--- src/rtl/adder_pkg.sv ---
// Shared definitions for the digit-serial adder: FSM encoding and
// derived sizing helpers.
package adder_pkg;

    typedef enum logic [0:0] {
        StIdle = 1'b0,
        StRun  = 1'b1
    } state_t;

    // Cycles per operation.
    function automatic int unsigned calc_n(input int unsigned width, input int unsigned digit);
        return width / digit;
    endfunction

    // Width of the digit counter; never narrower than one bit.
    function automatic int unsigned calc_cw(input int unsigned width, input int unsigned digit);
        int unsigned n;
        n = width / digit;
        return (n > 1) ? $clog2(n) : 1;
    endfunction

endpackage

--- src/rtl/digit_adder.sv ---
// Combinational DIGIT-bit ripple-carry adder built from full-adder cells.
// Also exposes the carry into the top bit so the caller can derive overflow.
module digit_adder #(
    parameter int unsigned DIGIT = 1
) (
    input  logic [DIGIT-1:0] x,
    input  logic [DIGIT-1:0] y,
    input  logic             cin,
    output logic [DIGIT-1:0] s,
    output logic             cout,
    output logic             c_msb_in
);

    always_comb begin
        logic [DIGIT:0] c;
        c    = '0;
        c[0] = cin;
        s    = '0;
        for (int i = 0; i < DIGIT; i++) begin
            s[i]   = x[i] ^ y[i] ^ c[i];
            c[i+1] = (x[i] & y[i]) | (c[i] & (x[i] ^ y[i]));
        end
        cout     = c[DIGIT];
        c_msb_in = c[DIGIT-1];
    end

endmodule

--- src/rtl/serial_adder.sv ---
// Digit-serial add/subtract unit: processes DIGIT bits per clock with the
// carry held in a flip-flop, start/busy/done handshake, result held until next completion.
module serial_adder
    import adder_pkg::*;
#(
    parameter int unsigned WIDTH = 8,
    parameter int unsigned DIGIT = 1
) (
    input  logic             clk,
    input  logic             reset,
    input  logic             start,
    input  logic             sub,
    input  logic [WIDTH-1:0] a,
    input  logic [WIDTH-1:0] b,
    input  logic             carry_in,
    output logic             busy,
    output logic             done,
    output logic [WIDTH-1:0] sum,
    output logic             carry_out,
    output logic             overflow
);

    if ((DIGIT < 1) || (DIGIT > WIDTH) || (WIDTH % DIGIT != 0)) begin : g_param_check
        $error("serial_adder: WIDTH must be a non-zero multiple of DIGIT");
    end

    localparam int unsigned N  = calc_n(WIDTH, DIGIT);
    localparam int unsigned CW = calc_cw(WIDTH, DIGIT);
    localparam int unsigned IW = (WIDTH > 1) ? $clog2(WIDTH) : 1;
    localparam logic [CW-1:0] LAST = CW'(N - 1);

    state_t           state_q;
    logic [WIDTH-1:0] a_q;
    logic [WIDTH-1:0] b_q;
    logic [WIDTH-1:0] acc_q;
    logic [WIDTH-1:0] acc_next;
    logic             carry_q;
    logic [CW-1:0]    count_q;
    logic [IW-1:0]    idx;

    logic [DIGIT-1:0] x_dig;
    logic [DIGIT-1:0] y_dig;
    logic [DIGIT-1:0] s_dig;
    logic             cout_dig;
    logic             cmsb_dig;

    assign idx   = IW'(count_q * DIGIT);
    assign x_dig = a_q[idx +: DIGIT];
    assign y_dig = b_q[idx +: DIGIT];

    digit_adder #(
        .DIGIT (DIGIT)
    ) u_digit (
        .x        (x_dig),
        .y        (y_dig),
        .cin      (carry_q),
        .s        (s_dig),
        .cout     (cout_dig),
        .c_msb_in (cmsb_dig)
    );

    // Partial result with the current digit merged in; becomes sum on the last digit.
    always_comb begin
        acc_next             = acc_q;
        acc_next[idx +: DIGIT] = s_dig;
    end

    always_ff @(posedge clk) begin
        if (reset) begin
            state_q   <= StIdle;
            a_q       <= '0;
            b_q       <= '0;
            acc_q     <= '0;
            carry_q   <= 1'b0;
            count_q   <= '0;
            busy      <= 1'b0;
            done      <= 1'b0;
            sum       <= '0;
            carry_out <= 1'b0;
            overflow  <= 1'b0;
        end else begin
            done <= 1'b0;
            unique case (state_q)
                StIdle: begin
                    if (start) begin
                        a_q     <= a;
                        b_q     <= sub ? ~b : b;
                        carry_q <= sub ? 1'b1 : carry_in;
                        count_q <= '0;
                        acc_q   <= '0;
                        busy    <= 1'b1;
                        state_q <= StRun;
                    end
                end
                StRun: begin
                    acc_q   <= acc_next;
                    carry_q <= cout_dig;
                    count_q <= count_q + CW'(1);
                    if (count_q == LAST) begin
                        sum       <= acc_next;
                        carry_out <= cout_dig;
                        overflow  <= cout_dig ^ cmsb_dig;
                        done      <= 1'b1;
                        busy      <= 1'b0;
                        state_q   <= StIdle;
                    end
                end
                default: state_q <= StIdle;
            endcase
        end
    end

endmodule

--- config.mk ---
export PLATFORM = sky130hd
export DESIGN_NAME = serial_adder
export DESIGN_NICKNAME = d
export VERILOG_FILES = /design/src/rtl/adder_pkg.sv /design/src/rtl/digit_adder.sv /design/src/rtl/serial_adder.sv
export SDC_FILE = /design/constraint.sdc
export NUM_CORES = 1
export LEC_CHECK = 0
export BUFFER_PORTS_ARGS = -buffer_cell sky130_fd_sc_hd__buf_2
export CAP_MARGIN = 0
export CORE_MARGIN = 5
export CORE_UTILIZATION = 55
export DETAILED_ROUTE_END_ITERATION = 10
export PLACE_DENSITY = 0.75
export SETUP_SLACK_MARGIN = 0.1
export SLEW_MARGIN = 20
export SYNTH_ARGS = -nofsm -noshare
export SYNTH_HDL_FRONTEND = slang
export SYNTH_SLANG_ARGS = --single-unit
--- constraint.sdc ---
create_clock -name clk -period 2.98 [get_ports clk]
set_input_delay 0.447 -clock clk [delete_from_list [all_inputs] [get_ports clk]]
set_output_delay 0.447 -clock clk [all_outputs]
set_load 0.05 [all_outputs]
After elaboration in Yosys (flattened, before gate mapping):

Index checks and enable logic that the tools add are counted.

* mux-type cells: 16
* reductions and logical operators: 4
* add/sub/neg operators: 2
* bitwise logic cells: 8
* shift operators: 4
* eq/ne operators: 3

Operator list (count)
* $mux W8: 2
* $pmux W8 S2: 1
* $shiftx A8 B4 Y1: 2
* $bwmux W8: 1
* $not A8 Y8: 1
* $shift A1 B5 Y8 const A: 1
* $shiftx A1 B5 Y8: 1
* $mux W1: 7
* $pmux W1 S2: 3
* $pmux W3 S2: 1
* $reduce_and A2 Y1: 3
* $neg A3 Y5: 1
* $add A3 B1 Y3 const B: 1
* $eq A3 B3 Y1 const B: 1
* $mux W3: 1
* $xor A1 B1 Y1: 3
* $and A1 B1 Y1: 2
* $ne A2 B1 Y1 const B: 1
* $ne A2 B2 Y1 const B: 1
* $reduce_or A2 Y1: 1
* $not A1 Y1: 1
* $or A1 B1 Y1: 1

* output and inout port bits: 12
* logic and storage cells: 48
* input port bits: 21
* register bits after elaboration: 41

Logic depth before layout (Yosys ltp):

Gate-level depths: netlist of run 1.

* word-level depth: 6
* gate-level depth with buffers: 9
* mapped depth without buffers: 7

Hierarchy:

From an unflattened synthesis of run 1, not the netlist that was laid out.

* cells, all modules: 220
* area, all modules: 1999.4 sq um

By module, submodules not included
* serial_adder: cells an instance 218, area each 1971.9 sq um, seq. area each 820.8 sq um, times used 1
* digit_adder: cells an instance 2, area each 27.5 sq um, seq. area each 0.0 sq um, times used 1

Worst setup path after synthesis of run 1:

OpenSTA, ideal clock, no wires.

* path type: register to register
* from: reg count_q[0]
* to: reg acc_q[2]
* required time: 2892 ps
* period minus slack after synthesis: 2681 ps
* stages on the path, launching flop included: 10
* path slack: 299 ps
* buffers on the path: 2
* arrival time: 2593 ps
* library setup time: 88 ps
* cell sequence: dfxtp_1 > buf_2 > mux4_2 > nand2_1 > nand2_1 > fa_1 > buf_2 > nand2_1 > or3_4 > o32ai_2

* cells in the longest elaborated chain, start to end: 6
* elaborated cells on any way between the ends: 9
* those cells by class: add/sub (1); shift (4); mux (2); bitwise (2)

RTL lines
* from (decl): RTL line serial_adder.sv:38 `logic [CW-1:0] count_q;`
* from (signal assigned): RTL line serial_adder.sv:98 `count_q <= count_q + CW'(1);`
* $shiftx A8 B4 Y1 (on tied branches): RTL line serial_adder.sv:48, serial_adder.sv:49
* $xor A1 B1 Y1 (2 in a row): RTL line digit_adder.sv:20 `s[i] = x[i] ^ y[i] ^ c[i];`
* $shiftx A1 B5 Y8: RTL line serial_adder.sv:65 `acc_next[idx +: DIGIT] = s_dig;`
* $bwmux W8 (*): RTL line serial_adder.sv:65
* $pmux W8 S2 (*): RTL line serial_adder.sv:83 `unique case (state_q)`
* to (signal assigned): RTL line serial_adder.sv:96 `acc_q <= acc_next;`
* to (decl): RTL line serial_adder.sv:35 `logic [WIDTH-1:0] acc_q;`

Mark *: on every way between the ends. The rest lies on a longest branch, timed or not.
A chain may end at the register's enable or synchronous reset.

Final worst setup path of run 1:

Same ends and word-level chain as after synthesis.

==> impl_metrics.json, run 1 <==
{
  "whs_endpoint": "a_q[4]",
  "ys_warn_count": 0,
  "min-delay-start": "a[4]",
  "drive_gt1_share_pct": 23.36,
  "io_buffers": 32,
  "grt_max_degree": 25,
  "r2r_start": "count_q[0]",
  "r2r_slack_ns": 0.39,
  "drt_iter0_markers": 104,
  "setup_viol": 0,
  "wl_um": 4104,
  "status": "complete, no violations",
  "leakagePower_nw": 0.8662,
  "ys_seq_area_share_pct": 40.90,
  "synth_most_common_cell": "dfxtp_1",
  "power_mw": 1.114,
  "drt.antenna.violating_nets": 0,
  "rr_worst_depth": 7,
  "hold_class": "in -> reg",
  "finalHoldViolations": 0,
  "cp-end-kind": "flip-flop",
  "rows": 22,
  "ys_seq_elements": 41,
  "vias": 1650,
  "gr-usage-all-layers_pct": 17.71,
  "h-tree-depth": 2,
  "dp_hpwl_um": 2911,
  "worst-setup-path-type": "reg -> reg",
  "synth.net_count": 243,
  "cts_root_buffer": "clkbuf_8",
  "dp_cells": 285,
  "avgSynthCellArea_um2": 9.249,
  "yosys.cell_types.count": 39,
  "syn_to_final_growth_pct": 12.59,
  "wl_per_cell_um": 14.05,
  "cts.clk_slew.worst_paths_ns": 0.07,
  "antenna_cells": 0,
  "holdBufCountCts": 0,
  "slew_headroom_pct": 61.69,
  "synthFlopType": "dfxtp_1",
  "synth_area_leaders": "dfxtp_1 41%, nand2_1 7.1%, mux4_2 4.5%",
  "die_x_um": 70.41,
  "dieArea_um2": 4957,
  "powerDensity_nw_per_um2": 492.9,
  "cp_slowest_cell": "mux4_2",
  "grt-ovfl-total": 0,
  "setup-tns-final_ns": 0,
  "post_cts.repair.setup_buffers": 0,
  "maxCapViolCount": 0,
  "syn_area_um2": 2007,
  "antenna_found_initial": 0,
  "period_needed_ns": 2.592,
  "max_stage_delay_ns": 0.53,
  "fp.dieH_um": 70.41,
  "post-route-period-util_pct": 86.96,
  "worst_slew_pin_slew_ns": 0.5739,
  "path_cells": "mux4_2 -> nand2_1 -> nand2_1 -> fa_1 -> nand2_1 -> or3_4 -> o32ai_2",
  "slew_viol_final": 0,
  "skew_ns": 0.004817,
  "crit_required_ns": 3.19,
  "clock-sinks": 41,
  "cts_buffers": 5,
  "fin_hold_ws_ns": 0.3863,
  "fmax_mhz": 385.9,
  "r2r_end": "acc_q[2]",
  "worstSetupStartpointType": "flip-flop",
  "rsz0062_at_grt": "false",
  "clockBufferDepth": 2,
  "drt_drc_violations_left": 0,
  "whs_path_depth": 3,
  "cts_tree": "built",
  "yosysTopAreaCell": "dfxtp_1",
  "cp_data_arrival_time_ns": 2.80,
  "clock_latency_ns": 0.29,
  "path_delay_family": "simple AND/OR/NAND/NOR gates",
  "post_cts_resized": 0,
  "synth-edff-count": 0,
  "critical-path-top-cell-by-count": "nand2_1",
  "vias_per_cell": 5.651,
  "path_buf_inv": 0,
  "gp_congestion": 0.9112,
  "io-pin-count": 33,
  "ir_drop_mv": 0.3358,
  "core_um2": 3606,
  "grt_pass1_vias": 1628,
  "grt_pass1_wl_um": 7120,
  "n_fill_cell": 341,
  "layout.cells.non_filler": 292,
  "start_util_pct": 55.66,
  "nNetsFinal": 270,
  "cp_max_fo": 5,
  "dr.pass1.iters": 5,
  "async_flop_share_pct": 0,
  "synth_top_area_share_pct": 40.90,
  "synthCells": 217,
  "synthTopCellsByCount": "41 x dfxtp_1, 38 x nand2_1, 15 x nor2_1"
}
flip-flops by register name, summed over array words and instances, names as in the netlist:
signal / flops
a_q: 8
count_q: 3
overflow: 1
acc_q: 8
busy: 1
done: 1
carry_q: 1
carry_out: 1
sum: 8
state_q: 1
b_q: 8
kinds of logic (layout without fill, tap and decap cells):
group / count (synthesis) / count (layout) / synth area share (%)
AO/OA/AOI/OAI: 48 / 48 / 18.39
XOR/XNOR: 9 / 9 / 3.928
adder cells (fa/ha/maj): 5 / 5 / 3.491
buffers and inverters: 23 / 50 / 5.673
flip-flops: 41 / 41 / 40.90
multiplexers: 9 / 9 / 6.983
AND/OR/NAND/NOR: 82 / 82 / 20.64
per-stage QoR:
step	setup slack [ns]	utilization [%]	cell area (um^2)
6_report	0.3884	62.66	2260
5_1_grt	0.1959	62.66	2260
4_1_cts	0.3867	62.66	2260
3_5_place_dp	0.3955	60.27	2173
3_3_place_gp	0.4564	60.27	2173
2_1_floorplan	0.2985	-	2007
power breakdown:
group	internal (mW)	switching, mW	total [mW]
logic	0.0707	0.0937	0.164
registers	0.568	0.0182	0.586
clock network	0.184	0.179	0.363
worst max path at each step:
stage,endpoint,slack (ns),startpoint,cells past startpoint
2_1_floorplan,acc_q[2],0.30,count_q[0],9
3_3_place_gp,acc_q[4],0.46,count_q[0],7
3_5_place_dp,acc_q[2],0.40,count_q[0],7
4_1_cts,acc_q[2],0.39,count_q[0],7
5_1_grt,acc_q[2],0.20,count_q[0],7
6_report,acc_q[2],0.39,count_q[0],7
worst min-delay path: cells and delay by family:
kind            cells  cell delay, ns
simple gates        1            0.04
buf+inv             1            0.09
compound gates      1            0.05
cell usage in the layout, fill, tap and decap left out, types with 2 or more instances in the layout:
| cell type | synthesis | layout |
|---|---|---|
| o32ai_1 | 2 | 2 |
| mux2i_1 | 5 | 5 |
| nand2b_1 | 4 | 4 |
| inv_1 | 6 | 6 |
| dfxtp_1 | 41 | 41 |
| a211oi_1 | 8 | 8 |
| o311ai_2 | 2 | 2 |
| and4bb_2 | 2 | 2 |
| nor2_1 | 15 | 15 |
| nand2_1 | 38 | 38 |
| or3_1 | 3 | 3 |
| xnor2_1 | 9 | 9 |
| o21bai_1 | 2 | 2 |
| o311ai_0 | 3 | 3 |
| nand4_1 | 2 | 2 |
| clkbuf_8 | 0 | 6 |
| nor3b_1 | 2 | 2 |
| ha_1 | 4 | 4 |
| nor2b_1 | 2 | 2 |
| mux4_2 | 4 | 4 |
| nand3_1 | 5 | 5 |
| o211ai_1 | 3 | 3 |
| buf_4 | 0 | 5 |
| nor4_1 | 3 | 3 |
| or4b_4 | 2 | 2 |
| a21oi_1 | 14 | 14 |
| buf_2 | 10 | 32 |
| o32ai_2 | 3 | 3 |
| o21ai_0 | 5 | 5 |
| a32o_1 | 2 | 2 |
per-layer routing:
metal / wire [um] / vias up / share of wire [%] / global-route usage, %
li1: - / 829 / - / -
met2: 1959 / 36 / 48 / 29.00
met3: 205 / 10 / 5.0 / 4.460
met1: 1830 / 775 / 45 / 20.89
met5: 0 / - / 0 / 0
met4: 108 / 0 / 2.6 / 10.00
cell type report:
type	instances	area, um^2	share of cell area, %
clock buffers	7	86.33	3.821
repair buffers	37	197.7	8.749
well taps	48	60.06	2.658
flip-flops and latches	41	820.8	36.32
multi-input cells	153	1072	47.45
inverters	6	22.52	0.9967
Power figures use the tool's default switching activity.
==> run 2, diff against run 1 <==
- BUFFER_PORTS_ARGS: -buffer_cell sky130_fd_sc_hd__buf_2 -> unset
- DONT_BUFFER_PORTS: unset -> 1
- PLACE_DENSITY: 0.75 -> 0.67
==> run 2 against run 1 <==
Effect of this change: routed wire length is 5.8% lower; sequential share of layout area grew 3.0 points; fmax shrank 0.24%; global-route usage decreased by 1.3 points; die area unchanged; clock skew rose by 0.0092 ns; clock power is 5.8% lower; combinational power fell by 18%.
==> impl_metrics.json, run 2 (synthesis gave the netlist of run 1 again) <==
{
  "setup_viol": 0,
  "cp_slowest_cell": "mux4_2",
  "worst-setup-path-type": "reg -> reg",
  "n_fill_cell": 328,
  "hold_class": "in -> reg",
  "dr.pass1.iters": 4,
  "leakagePower_nw": 0.7170,
  "ir_drop_mv": 0.2842,
  "crit_required_ns": 3.18,
  "h-tree-depth": 2,
  "post_cts_resized": 0,
  "io_buffers": 0,
  "powerDensity_nw_per_um2": 510.7,
  "drt.antenna.violating_nets": 0,
  "worst_slew_pin_slew_ns": 0.5744,
  "slew_viol_final": 0,
  "rsz0062_at_grt": "false",
  "nNetsFinal": 237,
  "path_cells": "mux4_2 -> nand2_1 -> nand2_1 -> fa_1 -> nand2_1 -> or3_4 -> o32ai_2",
  "clock_latency_ns": 0.29,
  "antenna_found_initial": 0,
  "drive_gt1_share_pct": 11.79,
  "layout.cells.non_filler": 260,
  "antenna_cells": 0,
  "cts_buffers": 5,
  "wl_um": 3865,
  "cts_root_buffer": "clkbuf_8",
  "syn_to_final_growth_pct": 4.052,
  "status": "complete, no violations",
  "grt_pass1_wl_um": 6603,
  "dieArea_um2": 4957,
  "post-route-period-util_pct": 87.17,
  "vias": 1528,
  "power_mw": 1.066,
  "maxCapViolCount": 0,
  "worstSetupStartpointType": "flip-flop",
  "setup-tns-final_ns": 0,
  "cp_max_fo": 5,
  "rows": 22,
  "slew_headroom_pct": 61.65,
  "path_delay_family": "simple AND/OR/NAND/NOR gates",
  "holdBufCountCts": 0,
  "skew_ns": 0.01399,
  "final_common_cell": "dfxtp_1",
  "gr-usage-all-layers_pct": 16.40,
  "clockBufferDepth": 2,
  "finalHoldViolations": 0,
  "grt_max_degree": 30,
  "max_stage_delay_ns": 0.54,
  "multi_input_area_um2": 1072,
  "path_buf_inv": 0,
  "post_cts.repair.setup_buffers": 0,
  "fmax_mhz": 385.0,
  "period_needed_ns": 2.598,
  "io-pin-count": 33,
  "vias_per_cell": 5.877,
  "wl_per_cell_um": 14.87,
  "grt-ovfl-total": 0,
  "drt_drc_violations_left": 0,
  "drt_iter0_markers": 106,
  "layout_common_cells": "41 x dfxtp_1, 38 x nand2_1, 15 x nor2_1",
  "cts_tree": "built",
  "start_util_pct": 55.66,
  "cp-end-kind": "flip-flop",
  "die_x_um": 70.41,
  "gp_congestion": 0.8015,
  "final_util_pct": 57.91,
  "clock-sinks": 41,
  "cp_data_arrival_time_ns": 2.80,
  "dp_hpwl_um": 2901,
  "grt_pass1_vias": 1432,
  "fp.dieH_um": 70.41,
  "fin_hold_ws_ns": 0.2242,
  "dp_cells": 252,
  "cts.clk_slew.worst_paths_ns": 0.07,
  "core_um2": 3606,
  "seqCellArea_um2": 820.8,
  "critical-path-top-cell-by-count": "nand2_1"
}
## run 2: cell types whose count changed in the layout (fill, tap and decap cells not counted)
cell / previous run / this run
buf_2: 32 / 0
clkbuf_8: 6 / 5
clkinv_2: 0 / 2
buf_4: 5 / 4
## run 2: metrics by stage
step | area (um^2) | setup WS (ns)
final | 2088 | 0.3823
after global routing | 2088 | 0.1775
after CTS | 2088 | 0.3672
after detailed placement | 2006 | 0.3869
after global placement | 2006 | 0.4348
after floorplan | 2007 | 0.2985
## run 2: where the power goes
part	internal, mW	switching, mW	total [mW]
clock network	0.162	0.179	0.342
logic	0.0606	0.0731	0.134
registers	0.568	0.0227	0.591
## run 2: layout make-up
cell class / instances / share of cell area, %
Clock inverter: 2 / 0.4793
Clock buffer: 6 / 3.475
Multi-Input combinational cell: 153 / 51.35
Tap cell: 48 / 2.876
Timing Repair Buffer: 4 / 1.438
Inverter: 6 / 1.078
Sequential cell: 41 / 39.31
## run 2: worst register-to-register path, stage by stage, from the launching register on
cell and delay, ns:
dfxtp_1 0.48, mux4_2 0.54, nand2_1 0.08, nand2_1 0.06
fa_1 0.53, nand2_1 0.12, or3_4 0.47, o32ai_2 0.24
## run 2: worst paths after layout
kind / start / end / slack [ns] / cells after the start
setup / recovery: count_q[0] / acc_q[4] / 0.38 / 7
hold / removal: reset / count_q[1] / 0.22 / 1
setup reg to reg: count_q[0] / acc_q[4] / 0.38 / 7
hold reg to reg: a_q[2] / a_q[2] / 0.45 / 2
## run 2: layer usage
metal | GRT usage, % | vias to the layer above | share of wire [%] | wire length [um]
met5 | 0 | - | 0 | 0
met1 | 20.20 | 717 | 45 | 1730
li1 | - | 764 | - | -
met3 | 4.892 | 10 | 5.9 | 228
met2 | 26.61 | 37 | 47 | 1829
met4 | 6.596 | 0 | 2.0 | 76
==> run 3, diff against run 2 <==
- BUFFER_PORTS_ARGS: unset -> -buffer_cell sky130_fd_sc_hd__buf_4
- DONT_BUFFER_PORTS: 1 -> unset
- PLACE_DENSITY: 0.67 -> 0.75
- SETUP_SLACK_MARGIN: 0.1 -> 0.3
==> run 3 against run 2 <==
Effect of this change: register-to-register slack improved by 0.09 ns; count of clock-buffer cells in the layout stayed put; non-clock buffer count grew 32; die area stayed put; utilization up 6.7 points; power rose by 4.0%; final area is 12% higher; setup slack gained 0.089 ns; worst hold slack gained 0.18 ns; sequential power shrank 0.7%; sequential share of layout area is 4.0 points lower; combinational power rose by 27%.
==> impl_metrics.json, run 3 (synthesis gave the netlist of run 1 again) <==
{
  "cp_max_fo": 5,
  "h-tree-depth": 2,
  "final_common_cell": "dfxtp_1",
  "drt_drc_violations_left": 0,
  "clock_latency_ns": 0.29,
  "path_buf_inv": 0,
  "nNetsFinal": 269,
  "die_x_um": 70.41,
  "cts_root_buffer": "clkbuf_8",
  "cp_data_arrival_time_ns": 2.72,
  "clockBufferDepth": 2,
  "drt_iter0_markers": 163,
  "max_stage_delay_ns": 0.53,
  "path_cells": "mux4_2 -> nand2_1 -> nand2_1 -> fa_1 -> nand2_1 -> or3_4 -> o32ai_2",
  "clock-sinks": 41,
  "gp_congestion": 0.8402,
  "maxCapViolCount": 0,
  "wl_um": 4020,
  "drive_gt1_share_pct": 23.77,
  "hold_class": "in -> reg",
  "drt.antenna.violating_nets": 0,
  "grt_pass1_vias": 1531,
  "grt_max_degree": 30,
  "layout.cells.non_filler": 292,
  "crit_required_ns": 3.19,
  "dr.pass1.iters": 4,
  "status": "complete, no violations",
  "setup_viol": 0,
  "worstSetupStartpointType": "flip-flop",
  "layout_common_cells": "40 x dfxtp_1, 38 x nand2_1, 36 x buf_4",
  "io-pin-count": 33,
  "syn_to_final_growth_pct": 16.08,
  "post_cts.repair.setup_buffers": 0,
  "vias": 1598,
  "seqCellArea_um2": 822.0,
  "critical-path-top-cell-by-count": "nand2_1",
  "cp_slowest_cell": "fa_1",
  "wl_per_cell_um": 13.77,
  "vias_per_cell": 5.473,
  "cts_buffers": 5,
  "period_needed_ns": 2.509,
  "io_buffers": 32,
  "cts_tree": "built",
  "dp_hpwl_um": 2859,
  "dp_cells": 284,
  "n_fill_cell": 333,
  "antenna_cells": 0,
  "path_delay_family": "simple AND/OR/NAND/NOR gates",
  "rsz0062_at_grt": "false",
  "antenna_found_initial": 0,
  "grt_pass1_wl_um": 6962,
  "power_mw": 1.109,
  "grt-ovfl-total": 0,
  "start_util_pct": 55.66,
  "gr-usage-all-layers_pct": 17.27,
  "post-route-period-util_pct": 84.19,
  "dieArea_um2": 4957,
  "ir_drop_mv": 0.3227,
  "leakagePower_nw": 0.8786,
  "worst_slew_pin_slew_ns": 0.6154,
  "core_um2": 3606,
  "multi_input_area_um2": 1072,
  "skew_ns": 0.008512,
  "fp.dieH_um": 70.41,
  "slew_headroom_pct": 58.92,
  "worst-setup-path-type": "reg -> reg",
  "powerDensity_nw_per_um2": 475.9,
  "rows": 22,
  "cts.clk_slew.worst_paths_ns": 0.08,
  "slew_viol_final": 0,
  "fmax_mhz": 398.6,
  "cp-end-kind": "flip-flop",
  "setup-tns-final_ns": 0,
  "finalHoldViolations": 0
}
-- run 3: through the flow --
step | util (%) | hold slack (ns) | setup slack (ns) | instance area, um^2
2_1_floorplan | - | 0.4331 | 0.3566 | 2009
3_3_place_gp | 62.28 | 0.4383 | 0.4595 | 2246
3_5_place_dp | 62.28 | 0.4437 | 0.3766 | 2246
4_1_cts | 64.57 | 0.3990 | 0.3587 | 2328
5_1_grt | 64.61 | 0.4019 | 0.3206 | 2330
6_report | 64.61 | 0.4007 | 0.4710 | 2330
-- run 3: cell type report --
class | instances | share of cell area (%)
clock buffers | 6 | 3.115
clock inverters | 2 | 0.4296
inverters | 6 | 0.9667
multi-input cells | 153 | 46.03
flip-flops and latches | 41 | 35.28
well taps | 48 | 2.578
repair buffers | 36 | 11.60
-- run 3: final timing paths --
check / cells after the start / slack, ns / start / endpoint
hold reg to reg: 2 / 0.46 / a_q[4] / a_q[4]
hold / removal: 3 / 0.40 / a[2] / a_q[2]
setup reg to reg: 7 / 0.47 / count_q[0] / acc_q[2]
setup / recovery: 7 / 0.47 / count_q[0] / acc_q[2]
-- run 3: per-layer routing --
metal  GRT usage [%]  routed length, um  part of all wire (%)  up-vias
met3           5.468                230                   5.7        7
met4           5.106                 55                   1.4        0
met2           28.27               1896                    47       39
met1           21.59               1838                    46      728
met5               0                  0                     0        -
li1                -                  -                     -      824
-- run 3: timing repair --
action                     4_1_cts  5_1_grt
setup endpoints to repair        0        3
resized for setup                0        1
hold buffers                     0        0
-- run 3: where the power goes --
| group | total (mW) | internal (mW) | switching (mW) |
|---|---|---|---|
| Sequential | 0.587 | 0.568 | 0.0189 |
| Clock | 0.352 | 0.162 | 0.189 |
| Combinational | 0.170 | 0.0777 | 0.0921 |
-- run 3: worst min-delay path, cell delays in order --
cell and delay [ns]:
buf_4 0.11, nand2_1 0.05, a21oi_1 0.05
